--- src/rtl/pwm_core.sv ---
// pwm_core -- two-channel edge-aligned PWM timer with shadowed configuration.
//
// A prescaler divides clk_psc_i; each prescaler tick advances an up-counter
// that wraps at the auto-reload value. Each channel asserts its reference
// while start <= count < end and drives a main and a complementary output.
// All period/compare/config values are double-buffered. The shadows load
// while the counter is disabled, and at every wrap, so a period always runs
// on one consistent set of values.
//
// Optional feature: define PWM_DEADTIME_EN to build per-channel dead-time
// insertion. Without it, the dtg_chX_i inputs are ignored.
//
// Ports
//   clk_psc_i                   single clock
//   rst_i                       synchronous active-high reset
//   cen_i                       counter enable
//   psc_preload_i               prescaler preload (tick every psc+1 clocks)
//   arr_preload_i               auto-reload preload (count 0..arr)
//   cmp_chX_start_i/_end_i      compare window, X = 1,2
//   cfg_chX_i                   [0]=enable, [1]=polarity (1=active-low),
//                               [2]=complementary enable, [7:3] ignored
//   dtg_chX_i                   dead time in clk_psc_i cycles
//   pwm_chX_o / pwm_chXn_o      registered main / complementary outputs
//   cnt_o                       current counter value
//   update_o                    one-cycle pulse while cnt_o=0 after a wrap

module pwm_core #(
    parameter int WIDTH = 16
) (
    input  logic             clk_psc_i,
    input  logic             rst_i,
    input  logic             cen_i,
    input  logic [WIDTH-1:0] psc_preload_i,
    input  logic [WIDTH-1:0] arr_preload_i,
    input  logic [WIDTH-1:0] cmp_ch1_start_i,
    input  logic [WIDTH-1:0] cmp_ch1_end_i,
    input  logic [WIDTH-1:0] cmp_ch2_start_i,
    input  logic [WIDTH-1:0] cmp_ch2_end_i,
    input  logic [7:0]       cfg_ch1_i,
    input  logic [7:0]       cfg_ch2_i,
    input  logic [7:0]       dtg_ch1_i,
    input  logic [7:0]       dtg_ch2_i,
    output logic             pwm_ch1_o,
    output logic             pwm_ch1n_o,
    output logic             pwm_ch2_o,
    output logic             pwm_ch2n_o,
    output logic [WIDTH-1:0] cnt_o,
    output logic             update_o
);

    // Per-channel views of the inputs so the channel logic is written once.
    logic [WIDTH-1:0] start_in [2];
    logic [WIDTH-1:0] end_in   [2];
    logic [2:0]       cfg_in   [2];

    assign start_in[0] = cmp_ch1_start_i;
    assign start_in[1] = cmp_ch2_start_i;
    assign end_in[0]   = cmp_ch1_end_i;
    assign end_in[1]   = cmp_ch2_end_i;
    assign cfg_in[0]   = cfg_ch1_i[2:0];
    assign cfg_in[1]   = cfg_ch2_i[2:0];

    // Counter state
    logic [WIDTH-1:0] psc_cnt_q, psc_cnt_d;
    logic [WIDTH-1:0] cnt_q, cnt_d;
    logic             update_q, update_d;
    logic             tick, wrap, load;

    // Shadow registers
    logic [WIDTH-1:0] psc_q, psc_d;
    logic [WIDTH-1:0] arr_q, arr_d;
    logic [WIDTH-1:0] start_q [2];
    logic [WIDTH-1:0] start_d [2];
    logic [WIDTH-1:0] end_q   [2];
    logic [WIDTH-1:0] end_d   [2];
    logic [2:0]       cfg_q   [2];
    logic [2:0]       cfg_d   [2];

    // Channel datapath
    logic [1:0] ref_c;
    logic [1:0] ph_main;
    logic [1:0] ph_comp;
    logic [1:0] pol;
    logic [1:0] pwm_q, pwm_d;
    logic [1:0] pwmn_q, pwmn_d;

`ifdef PWM_DEADTIME_EN
    logic [7:0] dtg_in [2];
    logic [7:0] dtg_q  [2];
    logic [7:0] dtg_d  [2];
    logic [7:0] dt_q   [2];
    logic [7:0] dt_d   [2];
    logic [1:0] ref_prev_q, ref_prev_d;

    assign dtg_in[0] = dtg_ch1_i;
    assign dtg_in[1] = dtg_ch2_i;

    logic unused_bits;
    assign unused_bits = ^{cfg_ch1_i[7:3], cfg_ch2_i[7:3]};
`else
    logic unused_bits;
    assign unused_bits = ^{cfg_ch1_i[7:3], cfg_ch2_i[7:3], dtg_ch1_i, dtg_ch2_i};
`endif

    // Prescaler and period counter
    always_comb begin
        // NOTE: every variable gets a default first, so no path can infer a latch.
        psc_cnt_d = psc_cnt_q;
        cnt_d     = cnt_q;
        tick      = 1'b0;
        wrap      = 1'b0;
        if (cen_i) begin
            tick      = (psc_cnt_q == psc_q);
            psc_cnt_d = tick ? '0 : psc_cnt_q + 1'b1;
            if (tick) begin
                wrap  = (cnt_q == arr_q);
                cnt_d = wrap ? '0 : cnt_q + 1'b1;
            end
        end else begin
            psc_cnt_d = '0;
            cnt_d     = '0;
        end
        // The flop delays the wrap by one edge, so the pulse lines up with cnt_o=0.
        update_d = wrap;
        load     = ~cen_i | wrap;
    end

    // Shadows follow the preloads while stopped and reload at each wrap.
    always_comb begin
        psc_d = load ? psc_preload_i : psc_q;
        arr_d = load ? arr_preload_i : arr_q;
        for (int i = 0; i < 2; i++) begin
            start_d[i] = load ? start_in[i] : start_q[i];
            end_d[i]   = load ? end_in[i]   : end_q[i];
            cfg_d[i]   = load ? cfg_in[i]   : cfg_q[i];
`ifdef PWM_DEADTIME_EN
            dtg_d[i]   = load ? dtg_in[i]   : dtg_q[i];
`endif
        end
    end

    // Channel reference, phases, dead-time gating and polarity
    always_comb begin
        for (int i = 0; i < 2; i++) begin
            // An empty window (start >= end) can never satisfy both compares.
            ref_c[i]   = cfg_q[i][0] && (cnt_q >= start_q[i]) && (cnt_q < end_q[i]);
            ph_main[i] = ref_c[i];
            ph_comp[i] = cfg_q[i][0] && cfg_q[i][2] && !ref_c[i];
`ifdef PWM_DEADTIME_EN
            ref_prev_d[i] = cen_i & ref_c[i];
            if (!cen_i) begin
                dt_d[i] = '0;
            end else if (ref_c[i] != ref_prev_q[i]) begin
                dt_d[i] = dtg_q[i];
            end else if (dt_q[i] != '0) begin
                dt_d[i] = dt_q[i] - 8'd1;
            end else begin
                dt_d[i] = '0;
            end
            // Gate on the next counter value so the gap is exactly D cycles
            // long and D=0 adds no delay.
            if (dt_d[i] != '0) begin
                ph_main[i] = 1'b0;
                ph_comp[i] = 1'b0;
            end
`endif
            // While stopped, the shadows take the inputs this cycle, so the idle
            // level uses the incoming polarity.
            pol[i] = cen_i ? cfg_q[i][1] : cfg_in[i][1];
            if (!cen_i) begin
                ph_main[i] = 1'b0;
                ph_comp[i] = 1'b0;
            end
            pwm_d[i]  = ph_main[i] ^ pol[i];
            pwmn_d[i] = ph_comp[i] ^ pol[i];
        end
    end

    always_ff @(posedge clk_psc_i) begin
        // NOTE: state updates use non-blocking assignments so every flop samples
        // pre-edge values, whatever the statement order.
        if (rst_i) begin
            psc_cnt_q <= '0;
            cnt_q     <= '0;
            update_q  <= 1'b0;
            psc_q     <= '0;
            arr_q     <= '1;
            pwm_q     <= '0;
            pwmn_q    <= '0;
            for (int i = 0; i < 2; i++) begin
                start_q[i] <= '0;
                end_q[i]   <= '0;
                cfg_q[i]   <= '0;
            end
`ifdef PWM_DEADTIME_EN
            ref_prev_q <= '0;
            for (int i = 0; i < 2; i++) begin
                dtg_q[i] <= 8'd1;
                dt_q[i]  <= '0;
            end
`endif
        end else begin
            psc_cnt_q <= psc_cnt_d;
            cnt_q     <= cnt_d;
            update_q  <= update_d;
            psc_q     <= psc_d;
            arr_q     <= arr_d;
            pwm_q     <= pwm_d;
            pwmn_q    <= pwmn_d;
            for (int i = 0; i < 2; i++) begin
                start_q[i] <= start_d[i];
                end_q[i]   <= end_d[i];
                cfg_q[i]   <= cfg_d[i];
            end
`ifdef PWM_DEADTIME_EN
            ref_prev_q <= ref_prev_d;
            for (int i = 0; i < 2; i++) begin
                dtg_q[i] <= dtg_d[i];
                dt_q[i]  <= dt_d[i];
            end
`endif
        end
    end

    assign cnt_o      = cnt_q;
    assign update_o   = update_q;
    assign pwm_ch1_o  = pwm_q[0];
    assign pwm_ch1n_o = pwmn_q[0];
    assign pwm_ch2_o  = pwm_q[1];
    assign pwm_ch2n_o = pwmn_q[1];

endmodule

--- config.mk ---
export PLATFORM = sky130hd
export DESIGN_NAME = pwm_core
export DESIGN_NICKNAME = d
export VERILOG_FILES = /design/src/rtl/pwm_core.sv
export SDC_FILE = /design/constraint.sdc
export NUM_CORES = 1
export LEC_CHECK = 0
export CAP_MARGIN = 5
export CORE_UTILIZATION = 40
export CTS_BUF_LIST = sky130_fd_sc_hd__clkbuf_8
export DETAILED_ROUTE_END_ITERATION = 7
export PLACE_DENSITY = 0.75
export SLEW_MARGIN = 25
export SYNTH_ARGS = -nofsm -noshare
export SYNTH_HDL_FRONTEND = slang
export SYNTH_SLANG_ARGS = --single-unit
--- constraint.sdc ---
create_clock -name clk_psc_i -period 2.3 [get_ports clk_psc_i]
set_clock_uncertainty 0.2 [all_clocks]
set_input_delay 0.46 -clock clk_psc_i [delete_from_list [all_inputs] [get_ports clk_psc_i]]
set_output_delay 0.46 -clock clk_psc_i [all_outputs]
set_load 0.01 [all_outputs]
# Yosys cells after proc, flatten, opt, wreduce, memory -nomap -nowiden
# Memories as Yosys holds them, arrays and structs flattened.
# Cells that the tools add are included.
dict set report op_classes {
  n_mux 24
  n_bitwise 12
  n_addsub 2
  div 0
  shift 0
  multipliers 0
  n_lt_le_gt_ge 4
  n_eq_ne 2
  reduce_logical 12
}
# cell n
set ops {}
lappend ops {{$mux W16} 9}
lappend ops {{$add A16 B1 Y16 const B} 2}
lappend ops {{$eq A16 B16 Y1} 2}
lappend ops {{$ge A16 B16 Y1} 2}
lappend ops {{$lt A16 B16 Y1} 2}
lappend ops {{$mux W3} 4}
lappend ops {{$mux W1} 11}
lappend ops {{$logic_and A1 B1 Y1} 8}
lappend ops {{$or A1 B1 Y1} 7}
lappend ops {{$xor A1 B1 Y1} 4}
lappend ops {{$reduce_or A3 Y1} 1}
lappend ops {{$logic_not A1 Y1} 2}
lappend ops {{$reduce_or A2 Y1} 1}
lappend ops {{$not A1 Y1} 1}
dict set report word_totals {
  register_bits 69
  mem_count 3
  output_inout_bits 21
  ram_bits 70
  romBits 0
  latchBits 0
}
# memory words word_bits read_ports rd_ports_with_merged_regs wr line
set memory_table {}
lappend memory_table {end_q 2 16 2 0 2 74} ;# logic [WIDTH-1:0] end_q [2];
lappend memory_table {start_q 2 16 2 0 2 72} ;# logic [WIDTH-1:0] start_q [2];
lappend memory_table {cfg_q 2 3 2 0 2 76} ;# logic [2:0] cfg_q [2];

# Logic depth before layout (Yosys ltp)
# Gate-level depths: netlist of the first run.
dict set report depth {
  word_depth 7
  mapped_depth 9
  ltp_nobuf 8
}

# Worst setup path before layout of the first run
# Ideal clock, no wire load.
dict set report synth_timing {
  path_type {reg-to-reg}
  from {register cnt_q[0], in the netlist cnt_o[0]}
  to {register pwmn_q[1]}
  path_stages_with_launch 9
  setup_slack_ns -0.225
  n_path_buf 0
  setup_time_ns 0.123
  arrival_ns 2.201
  cell_sequence {dfxtp_1 inv_1 ha_1 nand2b_1 a2111oi_0 o32ai_1 o31a_1 a21oi_1 mux2_1}
}
dict set report synth_between {
  elab_chain_len 7
}
# element line
set synth_rtl {}
lappend synth_rtl {{start, declared} 65} ;# logic [WIDTH-1:0] cnt_q, cnt_d;
lappend synth_rtl {{start signal, assigned} 204} ;# cnt_q <= cnt_d;
lappend synth_rtl {{$ge A16 B16 Y1} 146} ;# ref_c[i] = cfg_q[i][0] && (cnt_q >= start_q[i]) && (cnt_q < end_q[i]);
lappend synth_rtl {{$logic_and A1 B1 Y1} 146}
lappend synth_rtl {{$logic_and A1 B1 Y1 *} 146}
lappend synth_rtl {{$logic_not A1 Y1 *} 148} ;# ph_comp[i] = cfg_q[i][0] && cfg_q[i][2] && !ref_c[i];
lappend synth_rtl {{$logic_and A1 B1 Y1 *} 148}
lappend synth_rtl {{$mux W1 *} 170} ;# if (!cen_i) begin
lappend synth_rtl {{$xor A1 B1 Y1 *} 175} ;# pwmn_d[i] = ph_comp[i] ^ pol[i];
lappend synth_rtl {{end signal, assigned} 209} ;# pwmn_q <= pwmn_d;
lappend synth_rtl {{end, declared} 85} ;# logic [1:0] pwmn_q, pwmn_d;
# Every way passes the cells marked *; elsewhere a longest branch is shown, timed or not.
# A chain may end at the register's enable or synchronous reset.

==> results.md, run 1 <==
- In this run the most critical hold path is launched from rst_i.
- Of all flip-flops after synthesis, the portion carrying an async set or reset was 0%.
- The number of primary I/O pins is 152.
- The number of antenna cells inserted is 0.
- After detailed routing, the average wire length per cell comes to 19.1 um.
- The worst register-to-register path ends at pwmn_q[1].
- The switching fraction of total power is 26.0%.
- The checks that failed: setup timing.
- The total count of hold-check failures in the final report is 0.
- The HPWL after detailed placement is 13700 um.
- The placer congestion estimate is 0.814.
- The final core utilization is 64.7%.
- In this design, the largest share of critical-path delay is due to simple AND/OR/NAND/NOR gates.
- The die is 136 um wide.
- STA puts the critical path data arrival time at 2.86 ns.
- For the worst-skew pair, the clock arrives at the later sink with an insertion delay of 0.47 ns.
- The total overflow left after global routing is 0.
- The top-area cell type share of the netlist area is 38.6%.
- The total track usage is 23.8%.
- Walking the worst path, the cells encountered are inv_2 -> ha_4 -> nand4_1 -> or4_4 -> o32ai_4 -> o31a_1 -> a21oi_2 -> mux2_4.
- The placement row count is 48.
- Counting flops and latches in the post-synthesis netlist gives 139.
- The number of different library cells used by synthesis comes to 47.
- The category of the worst setup path launch point is a flip-flop.
- The category of the most critical setup path is reg -> reg.
- The main combinational cell family by area after synthesis is simple AND/OR/NAND/NOR gates.
- Input and output buffers added on the ports amount to 125.
- The largest buffer count on any clock path is 2.
- Setup repair after global routing could not meet its margin everywhere.
- The CTS tree is yes.
- Counting both buffers and inverters, the worst setup path holds a total of 1.
- For this run, the number of Yosys warnings is 0.
- Clock-pin slew was measured on the worst setup and hold paths at 0.08 ns.
- The summed negative setup slack over all endpoints is -7.71 ns.
- The number of remaining DRC errors is 0.
- The flow ran to the end, but the final reports show violations.
- Leaving out filler cells and counting taps, the final layout contains 1247.
- The first global-routing pass estimated 33400 um of wire.
- The worst setup path is captured at a flip-flop.
- The fmax is 0.368 GHz.
- The cell count after synthesis is 774.
- The count of nets left with antenna violations once routing finished came out at 0.
- For the pin with the worst max-slew slack, the measured transition is 0.462 ns.
- The share of total power dissipated in the clock network is 38.9%.
- The floorplan step set the die height to 136 um.
- The area of the core is 17400 sq um.
- The total die area is 18500 sq um.
- The starting density of the core is 41.4%.
- The number of inserted filler cells in the final layout is 1272.
- Summing the areas of all compound-gate instances in the mapped netlist gives 7.42% of the synthesized area.
- The most common cell after layout, fill and taps aside is dfxtp_1.
- The combinational share of power is 17.3%.
- The routed design has 23800 um of wire.
- The worst max-slew margin expressed relative to the limit is 69.2%.
- The number of global-route vias before repair came to 6504.
- Max-cap violations in this run came to 0.
- After Yosys synthesis, XOR and XNOR cells account for 7.30% of the synthesized area.
- CTS saw 139 sinks.
- The sequential cell area fraction in the yosys report is 38.6%.
- dfxtp_1 takes more of the synthesized area than any other cell.
- The deepest level of the CTS H-tree is 4.
- The area growth from synthesis to layout is 56.5%.
- Prior to clock tree synthesis, the placed netlist has a worst setup slack of -0.357 ns.
- Counting tap cells, the placed design contains a total of 1162 instances.
- Internal power comes to 4.38 mW.
- Along the worst hold path, the cell count comes to 2.
- The worst register-to-register path begins at start_q[0][26].
- The largest stage delay on the critical path is 0.59 ns.
- The total power divided by cell area is 525 nW/um^2.
- Of the total synthesized cell area, the portion taken by AND, OR, NAND and NOR gates is 16.3%.
- On the critical path, the stage with the largest delay is an instance of or4_4.
- After detailed routing, the number of vias per cell comes to 5.33.
- Of the available clock period, the critical path in the final layout requires 118%.
- The first TritonRoute pass finished after 7 iterations.
- The number of nets in the synthesized netlist is 969.
- The mapped netlist covers 7200 sq um.
- The number of buffers inserted for hold repair after clock tree synthesis is 0.
- The number of cells traversed by the worst register-to-register path is 8.
- IR analysis of the VDD net gives a maximum drop of 0.000587 V.
- The fraction of layout instances using a drive strength above 1 is 27.9%.
- In this run the static leakage power is 4.84 nW.
- The setup violation total in the final timing report is 99.
- Leaving out fill and tap cells, the most frequent cells in the layout are 121 x dfxtp_1, 120 x clkdlybuf4s50_1, 113 x nor2_1.
- The end of the worst hold path is psc_q[14].
- The class of the tightest hold or removal check is in -> reg.
- The sequential cell fraction of total power is 43.8%.
- The initial antenna violation count is 0.
- In this run the power spent charging and discharging nets is 1.54 mW.
- The count of nets after finishing is 1204.
- The largest driver fanout on the critical path is 3.
- The worst path setup slack after routing is -0.414 ns.
- Setup slack on the worst reg-to-reg path comes out at -0.41 ns.
- The footprint of the multi-input gates is 4810 sq um.
- The time the final worst path needs with I/O delays and setup is 2.71 ns.
- For this run, the leading register cell type out of synthesis is dfxtp_1.
- The area used by sequential logic in the layout is 2830 sq um.
- Data on the critical path is required at its endpoint by 2.45 ns.
- By area the synthesized netlist is led by dfxtp_1 39%, mux2i_1 12%, ha_1 11%.
- In this run, CTS created clock tree buffers numbering 17.
- The clock root buffer is clkbuf_8.
- Detailed routing inserted a total of 6641 vias.
- The synthesized area per cell is 9.30 sq um.
- The largest net degree at the start of global routing is 43.
- The adder-cell share of the synthesized area is 11.1%.
- The DRC marker count from the first detailed-route iteration is 330.
- Yosys mapped a number of flops with a built-in enable equal to 0.
- The portion of synthesized area spent on multiplexers is 12.4%.
- The total count of max-transition violations in the final report was 0.
-- stage by stage --
| stage | cell area (sq um) | power (mW) | hold slack (ns) |
|---|---|---|---|
| 3_3_place_gp | 9240 | 3.39 | 0.272 |
| 2_1_floorplan | 7330 | 3.05 | 0.259 |
| 4_1_cts | 10700 | 5.81 | 0.172 |
| 5_1_grt | 11300 | 6.12 | 0.204 |
| 6_report | 11300 | 5.92 | 0.181 |
| 3_5_place_dp | 9240 | 3.41 | 0.282 |
-- cell families (layout without fill, tap and decap cells) --
logic type,Yosys count,after routing
buffers and inverters,99,344
DFF,139,139
AOI/OAI and AO/OA,78,80
adders and majority gates,64,64
xor gates and xnor gates,60,60
and+or+nand+nor,245,246
muxes,89,89
-- flip-flops by register name, summed over array words and instances, names as in the netlist --
name       cells
cfg_q          6
end_q         32
pwmn_q         2
psc_q         16
update_o       1
cnt_o         16
pwm_q          2
arr_q         16
psc_cnt_q     16
start_q       32
-- how the worst max path moves through the flow --
stage | startpoint | to | slack, ns | cells after the start
2_1_floorplan | cnt_o[9] | pwmn_q[1] | -0.06 | 7
3_3_place_gp | start_q[0][26] | pwmn_q[1] | -0.30 | 8
3_5_place_dp | start_q[0][26] | pwmn_q[1] | -0.36 | 8
4_1_cts | start_q[0][26] | pwmn_q[1] | -0.22 | 8
5_1_grt | start_q[0][26] | pwm_q[1] | -0.47 | 8
6_report | start_q[0][26] | pwmn_q[1] | -0.41 | 8
-- per-layer routing --
layer	part of all wire [%]	GRT usage (%)
met4	4.6	8.58
met2	50	42.3
met1	39	27.2
met5	0	0
met3	6.6	6.38
-- timing repair --
| action | CTS | global route |
|---|---|---|
| hold endpoints to repair | 0 | 0 |
| resized for setup | 100 | 99 |
| pin swaps | 40 | 69 |
| gates cloned | 6 | 4 |
| setup endpoints to repair | 96 | 126 |
| buffers inserted | 38 | 17 |
-- synthesized netlist by cell type, types with 2 or more instances --
library cell / instances
nor4_2: 6
a211o_1: 17
a211oi_1: 6
mux2i_1: 87
xnor2_1: 26
inv_1: 67
o21a_1: 3
xor2_1: 34
or3_1: 2
and4_1: 2
dfxtp_1: 139
nor4_1: 4
nand2_1: 26
buf_2: 5
nand3_1: 19
nor2_1: 127
o2111ai_1: 2
o21ai_0: 10
clkbuf_1: 16
ha_1: 64
o21bai_1: 3
nor2b_1: 2
a21oi_1: 26
nor3_1: 5
nand2b_1: 5
a21o_1: 3
nand4_1: 19
and3_1: 22
buf_8: 9
-- power by group through the flow --
stage	Clock [mW]	Combinational [mW]	Sequential, mW
detailed placement	0	0.779	2.64
global placement	0	0.762	2.63
CTS	2.31	0.921	2.58
finish	2.30	1.02	2.59
floorplan	0	0.434	2.62
global route	2.42	1.09	2.60
-- layout make-up --
type / instances / share of cell area [%]
clock inverter: 11 / 1.45
clock buffer: 21 / 2.56
timing repair buffer: 245 / 23.5
inverter: 67 / 2.25
sequential: 139 / 25.1
multi-input combinational: 539 / 42.7
tap: 225 / 2.50
Power figures use the tool's default switching activity.
==> inputs of run 2 (changes only) <==
--- a/config.mk
+++ b/config.mk
@@ -5,7 +5,6 @@
 export SDC_FILE = /design/constraint.sdc
 export NUM_CORES = 1
 export LEC_CHECK = 0
-export CAP_MARGIN = 5
 export CORE_UTILIZATION = 40
 export CTS_BUF_LIST = sky130_fd_sc_hd__clkbuf_8
 export DETAILED_ROUTE_END_ITERATION = 7
==> results of run 2 <==
Same layout as run 1: the final DEF is identical, and so are final timing and power.
